`src/rtl/intc_pkg.sv`:
```
`default_nettype none
// ============================================================================
//  Module      : intc_pkg
//  Description : Shared constants and helpers for the interrupt-controller
//                ISR vector table (default base address, control-word bit
//                positions, constant-foldable ceil(log2)).
//  Revision    : 1.0 - initial release
// ============================================================================
package intc_pkg;

    // Default byte address of ISR vector slot 0
    localparam logic [31:0] INTC_BASE_ADDR   = 32'h0002_0000;

    // Control-word bit positions
    localparam int          CTRL_LOCK_BIT    = 0;
    localparam int          CTRL_CLR_ERR_BIT = 1;

    // ceil(log2(value)); returns 0 for value <= 1
    function automatic int clog2(input int value);
        int result;
        int rem;
        result = 0;
        rem    = value - 1;
        while (rem > 0) begin
            result = result + 1;
            rem    = rem >> 1;
        end
        return result;
    endfunction

endpackage : intc_pkg
`default_nettype wire

```
`src/rtl/isr_addr_decode.sv`:
```
`default_nettype none
// ============================================================================
//  Module      : isr_addr_decode
//  Description : Combinational decode of a configuration byte address into
//                range/alignment flags, a control-word flag and a slot index.
//                Slots occupy BASE_ADDR + 4k (k < N_CH); the control word sits
//                directly after the last slot.
//  Revision    : 1.0 - initial release
// ============================================================================
module isr_addr_decode
    import intc_pkg::*;
#(
    parameter int                N_CH      = 4,
    parameter int                ADDR_W    = 32,
    parameter logic [ADDR_W-1:0] BASE_ADDR = ADDR_W'(INTC_BASE_ADDR),
    parameter int                IDX_W     = clog2(N_CH + 1)
) (
    input  logic [ADDR_W-1:0] addr,
    output logic              in_range,
    output logic              aligned,
    output logic              is_ctrl,
    output logic [IDX_W-1:0]  idx
);

    // Byte span of the decoded window: N_CH slots plus the control word
    localparam logic [ADDR_W-1:0] c_SPAN = ADDR_W'(4 * (N_CH + 1));

    logic [ADDR_W-1:0] w_off;

    // Offset from the base; wraps for addresses below the base, which the
    // explicit lower-bound compare rejects
    assign w_off    = addr - BASE_ADDR;
    assign in_range = (addr >= BASE_ADDR) && (w_off < c_SPAN);
    assign aligned  = (addr[1:0] == 2'b00);
    // Word index compared at full width so out-of-window offsets cannot alias
    assign is_ctrl  = (w_off[ADDR_W-1:2] == (ADDR_W-2)'(N_CH));
    assign idx      = w_off[IDX_W+1:2];

endmodule : isr_addr_decode
`default_nettype wire

```
`src/rtl/isr_vector_table.sv`:
```
`default_nettype none
// ============================================================================
//  Module      : isr_vector_table
//  Description : Parametrised ISR vector register bank. CPU configuration
//                writes program N_CH vector slots and a control word (lock,
//                error clear). Bad writes raise a sticky error that keeps the
//                first offending address. The interrupt arbiter gets one
//                registered lookup per cycle with read-before-write semantics.
//  Revision    : 1.0 - initial release
// ============================================================================
module isr_vector_table
    import intc_pkg::*;
#(
    parameter int                N_CH      = 4,
    parameter int                ADDR_W    = 32,
    parameter int                DATA_W    = 32,
    parameter logic [ADDR_W-1:0] BASE_ADDR = ADDR_W'(INTC_BASE_ADDR),
    parameter int                ID_W      = (N_CH > 1) ? clog2(N_CH) : 1
) (
    input  logic              clk,
    input  logic              rst_n,
    input  logic [ADDR_W-1:0] intc_write_address,
    input  logic [DATA_W-1:0] intc_write_data,
    input  logic              write_enable,
    input  logic              lookup_req,
    input  logic [ID_W-1:0]   lookup_id,
    output logic              lookup_ack,
    output logic [DATA_W-1:0] lookup_vector,
    output logic              lookup_hit,
    output logic [N_CH-1:0]   vector_valid,
    output logic              locked,
    output logic              cfg_error,
    output logic [ADDR_W-1:0] cfg_error_addr
);

    // Index must reach N_CH itself, which addresses the control word
    localparam int c_IDX_W = clog2(N_CH + 1);

    // ------------------------------------------------------------------
    // Address decode
    // ------------------------------------------------------------------
    logic               w_in_range;
    logic               w_aligned;
    logic               w_is_ctrl;
    logic [c_IDX_W-1:0] w_idx;

    isr_addr_decode #(
        .N_CH      (N_CH),
        .ADDR_W    (ADDR_W),
        .BASE_ADDR (BASE_ADDR),
        .IDX_W     (c_IDX_W)
    ) u_decode (
        .addr     (intc_write_address),
        .in_range (w_in_range),
        .aligned  (w_aligned),
        .is_ctrl  (w_is_ctrl),
        .idx      (w_idx)
    );

    // ------------------------------------------------------------------
    // Write classification
    // ------------------------------------------------------------------
    logic r_locked;
    logic r_err;
    logic [ADDR_W-1:0] r_err_addr;

    logic w_addr_ok;
    logic w_ctrl_wr;
    logic w_slot_wr;
    logic w_err_evt;

    assign w_addr_ok = write_enable && w_in_range && w_aligned;
    // Control word stays writable after lock so the error can still be cleared
    assign w_ctrl_wr = w_addr_ok && w_is_ctrl;
    assign w_slot_wr = w_addr_ok && !w_is_ctrl && !r_locked;
    // Anything written that is neither a control write nor an accepted slot
    // write (bad address, misaligned, or slot write while locked)
    assign w_err_evt = write_enable && !(w_ctrl_wr || w_slot_wr);

    // ------------------------------------------------------------------
    // Vector storage, one register slot per channel
    // ------------------------------------------------------------------
    logic [DATA_W-1:0] w_vec [N_CH];
    logic [N_CH-1:0]   w_vld;

    generate
        for (genvar k = 0; k < N_CH; k++) begin : g_slot
            logic [DATA_W-1:0] r_vec;
            logic              r_vld;

            // Capture the vector and mark the slot programmed on an accepted write
            always_ff @(posedge clk or negedge rst_n) begin
                if (!rst_n) begin
                    r_vec <= '0;
                    r_vld <= 1'b0;
                end else if (w_slot_wr && (w_idx == c_IDX_W'(k))) begin
                    r_vec <= intc_write_data;
                    r_vld <= 1'b1;
                end
            end

            assign w_vec[k] = r_vec;
            assign w_vld[k] = r_vld;
        end
    endgenerate

    assign vector_valid = w_vld;

    // ------------------------------------------------------------------
    // Lock and error status
    // ------------------------------------------------------------------

    // One-way lock: only reset returns the table to the unlocked state
    always_ff @(posedge clk or negedge rst_n) begin
        if (!rst_n) begin
            r_locked <= 1'b0;
        end else if (w_ctrl_wr && intc_write_data[CTRL_LOCK_BIT]) begin
            r_locked <= 1'b1;
        end
    end

    // Sticky error keeping the first bad address; a control write may clear it
    always_ff @(posedge clk or negedge rst_n) begin
        if (!rst_n) begin
            r_err      <= 1'b0;
            r_err_addr <= '0;
        end else if (w_err_evt) begin
            r_err <= 1'b1;
            if (!r_err) begin
                r_err_addr <= intc_write_address;
            end
        end else if (w_ctrl_wr && intc_write_data[CTRL_CLR_ERR_BIT]) begin
            r_err      <= 1'b0;
            r_err_addr <= '0;
        end
    end

    assign locked         = r_locked;
    assign cfg_error      = r_err;
    assign cfg_error_addr = r_err_addr;

    // ------------------------------------------------------------------
    // Lookup pipeline
    // ------------------------------------------------------------------
    // One extra bit keeps the id compare meaningful when N_CH is a power of two
    logic [ID_W:0]     w_id_ext;
    logic [DATA_W-1:0] w_rd_vec;
    logic              w_rd_hit;
    logic              r_ack;
    logic [DATA_W-1:0] r_vec_out;
    logic              r_hit;

    assign w_id_ext = {1'b0, lookup_id};

    // Select the requested slot from the pre-edge storage; unmatched ids read 0
    always_comb begin
        w_rd_vec = '0;
        w_rd_hit = 1'b0;
        for (int k = 0; k < N_CH; k++) begin
            if (w_id_ext == (ID_W + 1)'(k)) begin
                w_rd_vec = w_vec[k];
                w_rd_hit = w_vld[k];
            end
        end
    end

    // Register the lookup result; data and hit hold between requests
    always_ff @(posedge clk or negedge rst_n) begin
        if (!rst_n) begin
            r_ack     <= 1'b0;
            r_vec_out <= '0;
            r_hit     <= 1'b0;
        end else if (lookup_req) begin
            r_ack     <= 1'b1;
            r_vec_out <= w_rd_vec;
            r_hit     <= w_rd_hit;
        end else begin
            r_ack     <= 1'b0;
        end
    end

    assign lookup_ack    = r_ack;
    assign lookup_vector = r_vec_out;
    assign lookup_hit    = r_hit;

endmodule : isr_vector_table
`default_nettype wire
```
`config.mk`:
```
export PLATFORM = sky130hd
export DESIGN_NAME = isr_vector_table
export DESIGN_NICKNAME = d
export VERILOG_FILES = /design/src/rtl/intc_pkg.sv /design/src/rtl/isr_addr_decode.sv /design/src/rtl/isr_vector_table.sv
export SDC_FILE = /design/constraint.sdc
export NUM_CORES = 1
export LEC_CHECK = 0
export BUFFER_PORTS_ARGS = -buffer_cell sky130_fd_sc_hd__buf_2
export CAP_MARGIN = 20
export CORE_UTILIZATION = 55
export DETAILED_ROUTE_END_ITERATION = 16
export GPL_TIMING_DRIVEN = 0
export PLACE_DENSITY = 0.76
export SETUP_SLACK_MARGIN = 0.3
export SLEW_MARGIN = 5
export SYNTH_ARGS = -nofsm -noshare
export SYNTH_HDL_FRONTEND = slang
export SYNTH_SLANG_ARGS = --single-unit
```
`constraint.sdc`:
```
create_clock -name clk -period 3.91 [get_ports clk]
set_input_delay 0.5865 -clock clk [delete_from_list [all_inputs] [get_ports clk]]
set_output_delay 0.5865 -clock clk [all_outputs]
set_load 0.01 [all_outputs]
```
Word-level counts from Yosys, hierarchy flattened. Index checks and enable logic that the tools add are counted. W data, S select, Z words.

Register bits: 200. Output and inout port bits: 72. Logic and storage cells: 61.

Muxes and demuxes: 14. Add/sub/neg operators: 1. Order comparisons: 2. Eq/ne operators: 8. Reduce and logical (&&, ||, !) cells: 22.

Operator list (count): $mux W32 (7); $ge A32 B18 Y1 const B (1); $lt A32 B5 Y1 const B (1); $sub A32 B18 Y32 const B (1); $eq A30 B3 Y1 const B (1); $logic_and A1 B1 Y1 (13); $mux W1 (7); $eq A3 B2 Y1 const B (2); $logic_not A3 Y1 (2); $eq A2 B2 Y1 const B (2); $eq A3 B1 Y1 const B (1); $logic_not A1 Y1 (3); $eq A2 B1 Y1 const B (1); $logic_not A2 Y1 (1); $ne A2 B2 Y1 const B (1); $reduce_and A2 Y1 (1); $reduce_bool A2 Y1 (1); $logic_or A1 B1 Y1 (1).

Longest topological paths before layout.
Depth in word-level cells: 12. Depth in mapped cells: 10.

By module. Synthesis repeated with hierarchy kept, for this count alone.

Cells, all modules: 592. Area total of the unflattened synthesis: 8894.8 µm².

Modules (own cells, without submodules): isr_vector_table (cells each 553, area an instance 8643.3 µm², instances 1); isr_addr_decode (cells each 39, area an instance 251.5 µm², instances 1).

Worst setup path before layout. No wires, ideal clock.

Path kind: input port to flip-flop. From: in intc_write_address[22]. To: reg r_err_addr[10] (netlist: cfg_error_addr[10]). Stages on the path: 7. Arrival: 2.715 ns. Setup slack: 1.069 ns. Cell sequence: or4_4 -> o41a_1 -> a2111oi_4 -> nand3_2 -> mux2_4 -> buf_6 -> a221o_1.

Word-level cells in the longest chain between the ends: 12.

Ends and longest elaborated chain: from (decl) (RTL line isr_vector_table.sv:22) `input logic [ADDR_W-1:0] intc_write_address,`; $sub A32 B18 Y32 (RTL line isr_addr_decode.sv:32) `assign w_off = addr - BASE_ADDR;`; $lt A32 B5 Y1 (RTL line isr_addr_decode.sv:33) `assign in_range = (addr >= BASE_ADDR) && (w_off < c_SPAN);`; $logic_and A1 B1 Y1 (RTL line isr_addr_decode.sv:33); $logic_and A1 B1 Y1 (2 in series) (RTL line isr_vector_table.sv:72) `assign w_addr_ok = write_enable && w_in_range && w_aligned;`; $logic_and A1 B1 Y1 (2 in series) (RTL line isr_vector_table.sv:75) `assign w_slot_wr = w_addr_ok && !w_is_ctrl && !r_locked;`; $logic_or A1 B1 Y1 (RTL line isr_vector_table.sv:78) `assign w_err_evt = write_enable && !(w_ctrl_wr || w_slot_wr);`; $logic_not A1 Y1 (RTL line isr_vector_table.sv:78); $logic_and A1 B1 Y1 (RTL line isr_vector_table.sv:78); $ne A2 B2 Y1 (no source line) or $reduce_bool A2 Y1 (tied branches); $reduce_and A2 Y1 (no source line); to (signal assigned) (RTL line isr_vector_table.sv:130) `r_err_addr <= intc_write_address;`; to (decl) (RTL line isr_vector_table.sv:65) `logic [ADDR_W-1:0] r_err_addr;`.

Parallel ways exist; a longest one is shown, timed or not. A chain may end at the register's enable or synchronous reset.

Worst setup path in the final report.
From: in intc_write_address[17]. To: reg g_slot[3].r_vec[1].

Word-level cells in the longest chain between the ends: 8.

Ends and longest elaborated chain: $sub A32 B18 Y32 (RTL line isr_addr_decode.sv:32); $lt A32 B5 Y1 (RTL line isr_addr_decode.sv:33); $logic_and A1 B1 Y1 (RTL line isr_addr_decode.sv:33); $logic_and A1 B1 Y1 (2 in series) (RTL line isr_vector_table.sv:72); $logic_and A1 B1 Y1 * (2 in series) (RTL line isr_vector_table.sv:75); $logic_and A1 B1 Y1 * (RTL line isr_vector_table.sv:96) `end else if (w_slot_wr && (w_idx == c_IDX_W'(k))) begin`; to (signal assigned) (RTL line isr_vector_table.sv:97) `r_vec <= intc_write_data;`; to (decl) (RTL line isr_vector_table.sv:88) `logic [DATA_W-1:0] r_vec;`.

Mark *: on every way between the ends. The rest lies on a longest branch, timed or not.

==> key figures <==
Place
  – Hpwl dp: 13,900 microns
  – Port bufs: 139
  – DP Area: 10,500 sq um
  – GP Congestion: 0.821
  – Placed Cells incl. Taps: 965

STA
  – Slew Limit Fails: 0
  – Final Hold Viols: 0
  – Minimum clock period: 2.89 ns
  – Max Clock Freq: 0.346 GHz
  – Final period util: 74.0%
  – Relative slew slack: 38.0%
  – Count of final setup violators: 0
  – Clock skew after layout: 0.0101 ns
  – Worst-margin pin slew: 0.930 ns
  – RSZ-0062 raised after global routing: false

Worst setup path
  – Critical path class: in2reg
  – Critical Path RT: 4.22 ns
  – Setup crit end kind: register
  – Worst r2r src: locked
  – R2R depth: 4
  – Crit Reg-Reg Endpoint: g_slot[3].r_vec[1]
  – Setup crit start kind: input pin
  – Worst EP arrival: 3.20 ns
  – Reg2Reg Setup Slack: 1.92 ns
  – Crit-path max FO: 10

Clocking
  – CTS hold repair buffers: 0
  – Sink Count: 200
  – Clock-pin transition on the worst setup and hold timing paths: 0.07 ns
  – Setup bufs post-CTS: 0
  – Htree depth: 4
  – Clk Tree Root Cell: clkbuf_16
  – Maximum clock path buffer count: 2
  – CTS tree: done
  – Worst-Skew Late Latency: 0.43 ns
  – CTS Buf Count: 17
  – Post-CTS sizing: 0

Die
  – Die width: 133 microns
  – Core box area: 16,700 sq um
  – Vert. Die Dim: 133 microns
  – Top-level port count: 142
  – Full die area: 17,700 sq um
  – Row count: 47
  – Initial Util: 56.6%

Global routing
  – Vias in the first global route: 6,210
  – Antenna violations before repair: 1
  – Gr usage total: 24.3%
  – GRT overflow: 0
  – Global-route wire length before repair: 33,200 microns
  – Largest net degree at the start of global routing: 102

Pwr
  – Combinational power share: 5.3%
  – Int Power: 3.15 mW
  – Clock power share: 43.5%
  – Overall power: 4.06 mW
  – Seq pwr share: 51.2%
  – Power Density: 367 nW/um^2
  – Leakage: 5.77 nW
  – Peak supply drop: 0.308 mV
  – Sw frac: 22.4%
  – Sw power: 910 uW

Routing
  – DRT Pass-1 Iters: 4
  – DRC Markers: 0
  – Vias: 5,718
  – WL final: 20,200 microns
  – Via/cell ratio: 5.73
  – 1st-iter DRT viols: 291
  – ANT nets after route: 0
  – Routed WL per cell: 20.3 microns

Yosys
  – Sequential fraction of the synthesis area: 53.0%
  – Top post-synthesis cells by area: dfrtp_1, mux2_4, mux4_2, mux2_2, a221o_1
  – Area leader, netlist: dfrtp_1
  – Yosys cell types: 49
  – Number of enable flip-flop cells after synthesis: 0
  – Yosys warns: 0
  – Top cell type's share of synthesized area: 53.0%
  – Asr flop ratio synth: 100%
  – Mapped cell area: 9450 sq um
  – Synth Register Bits: 200
  – Post-Syn Area per Cell: 15.6 sq um
  – Syn Inst Count: 605
  – Syn_nets: 676
  – Top FF cell, synth: dfrtp_1

Layout
  – Register Area: 5000 sq um
  – Layout cell share with drive strength beyond 1: 51.6%
  – Fin area: 11,100 sq um
  – Multi-input logic area: 4150 sq um
  – Nets: 835
  – Layout fillers: 1,165
  – Final non-filler cell total: 998
  – Layout overhead on the synthesized area: 17.0%

Min path
  – Worst hold path class: in2async

Job
  – MaxCap Viol Count: 0

Run status
  – Status: complete, no violations
synth_stat cells, drive strengths merged, types with 4 or more instances:
library cell  number
a221o             26
buf               25
clkbuf            14
dfrtp            200
inv                6
mux2             162
mux2i              6
mux4              33
nand2             36
nand2b             7
nand3              4
nand4              7
nor2              34
nor4               9
registers in the layout, summed over array words and instances, names as in the netlist:
register / flops
cfg_error: 1
cfg_error_addr: 32
g_slot.r_vld: 4
locked: 1
lookup_ack: 1
lookup_vector: 32
lookup_hit: 1
g_slot.r_vec: 128
worst max path at each step:
| stage | from | end | slack, ns | depth (start not counted) |
|---|---|---|---|---|
| after global placement | rst_n | g_slot[2].r_vec[4] | -0.74 | 1 |
| after floorplan | intc_write_address[22] | cfg_error_addr[10] | 1.07 | 7 |
| final | intc_write_address[17] | g_slot[3].r_vec[1] | 1.02 | 10 |
| after detailed placement | intc_write_address[17] | g_slot[3].r_vec[1] | 0.58 | 10 |
| after CTS | intc_write_address[17] | g_slot[3].r_vec[9] | 1.03 | 10 |
| after global routing | intc_write_address[17] | g_slot[3].r_vec[1] | 0.85 | 10 |
cell usage in the layout (no fill, tap or decap), drive strengths merged, types with 3 or more instances in the layout:
cell / count
buf: 165
clkbuf: 37
inv: 8
dfrtp: 200
clkinv: 4
nand3: 4
mux4: 33
mux2: 162
nor2: 34
o21ai: 3
nand2: 36
xnor2: 3
nor4: 9
mux2i: 6
or4: 3
a221o: 26
nand2b: 7
nand4: 7
layout make-up:
cell class                 count  share of cell area, %
sequential                   200                   45.3
multi-input combinational    360                   37.5
timing repair buffer         140                   6.63
clock buffer                  23                   4.32
tap                          220                   2.49
buffer                        39                   2.47
clock inverter                 9                   1.04
inverter                       6                  0.204
antenna                        1                 0.0226
cells by family after synthesis:
family / after synthesis / synth area share, %
mux: 201 / 32.5
flops: 200 / 53.0
simple gates: 115 / 6.83
buf+inv: 45 / 3.12
compound gates: 40 / 4.22
xor+xnor: 3 / 0.278
fa+ha+maj: 1 / 0.132
worst max-delay path: stages:
cell     delay [ns]
buf_2          0.14
inv_1          0.07
ha_1           0.32
or4b_2         0.59
nor4_1         0.28
and4_1         0.23
buf_4          0.19
nand4_4        0.21
buf_6          0.27
mux2_4         0.31
stage by stage:
stage | setup TNS (ns) | util, % | hold WS (ns) | setup WS, ns
3_3_place_gp | -144.21 | 62.4 | 0.475 | -0.741
2_1_floorplan | 0 | - | 0.291 | 1.07
3_5_place_dp | 0 | 62.6 | 0.477 | 0.578
4_1_cts | 0 | 66.2 | 0.222 | 1.03
6_report | 0 | 66.2 | 0.182 | 1.02
5_1_grt | 0 | 66.2 | 0.237 | 0.852
power by group through the flow:
stage	sequential (mW)	clock, mW	combinational [mW]
final	2.08	1.77	0.214
after global routing	2.08	1.88	0.236
after CTS	2.08	1.79	0.218
after detailed placement	2.12	0	0.217
after global placement	2.12	0	0.204
after floorplan	2.12	0	0.0766
metal layers:
metal	up-vias	global-route usage, %	wire (microns)
met4	0	8.75	289
li1	2558	-	-
met2	164	39.4	10200
met5	-	0	0
met3	24	4.60	865
met1	2972	32.9	8880
No activity file was read; power rests on OpenSTA's default activity.
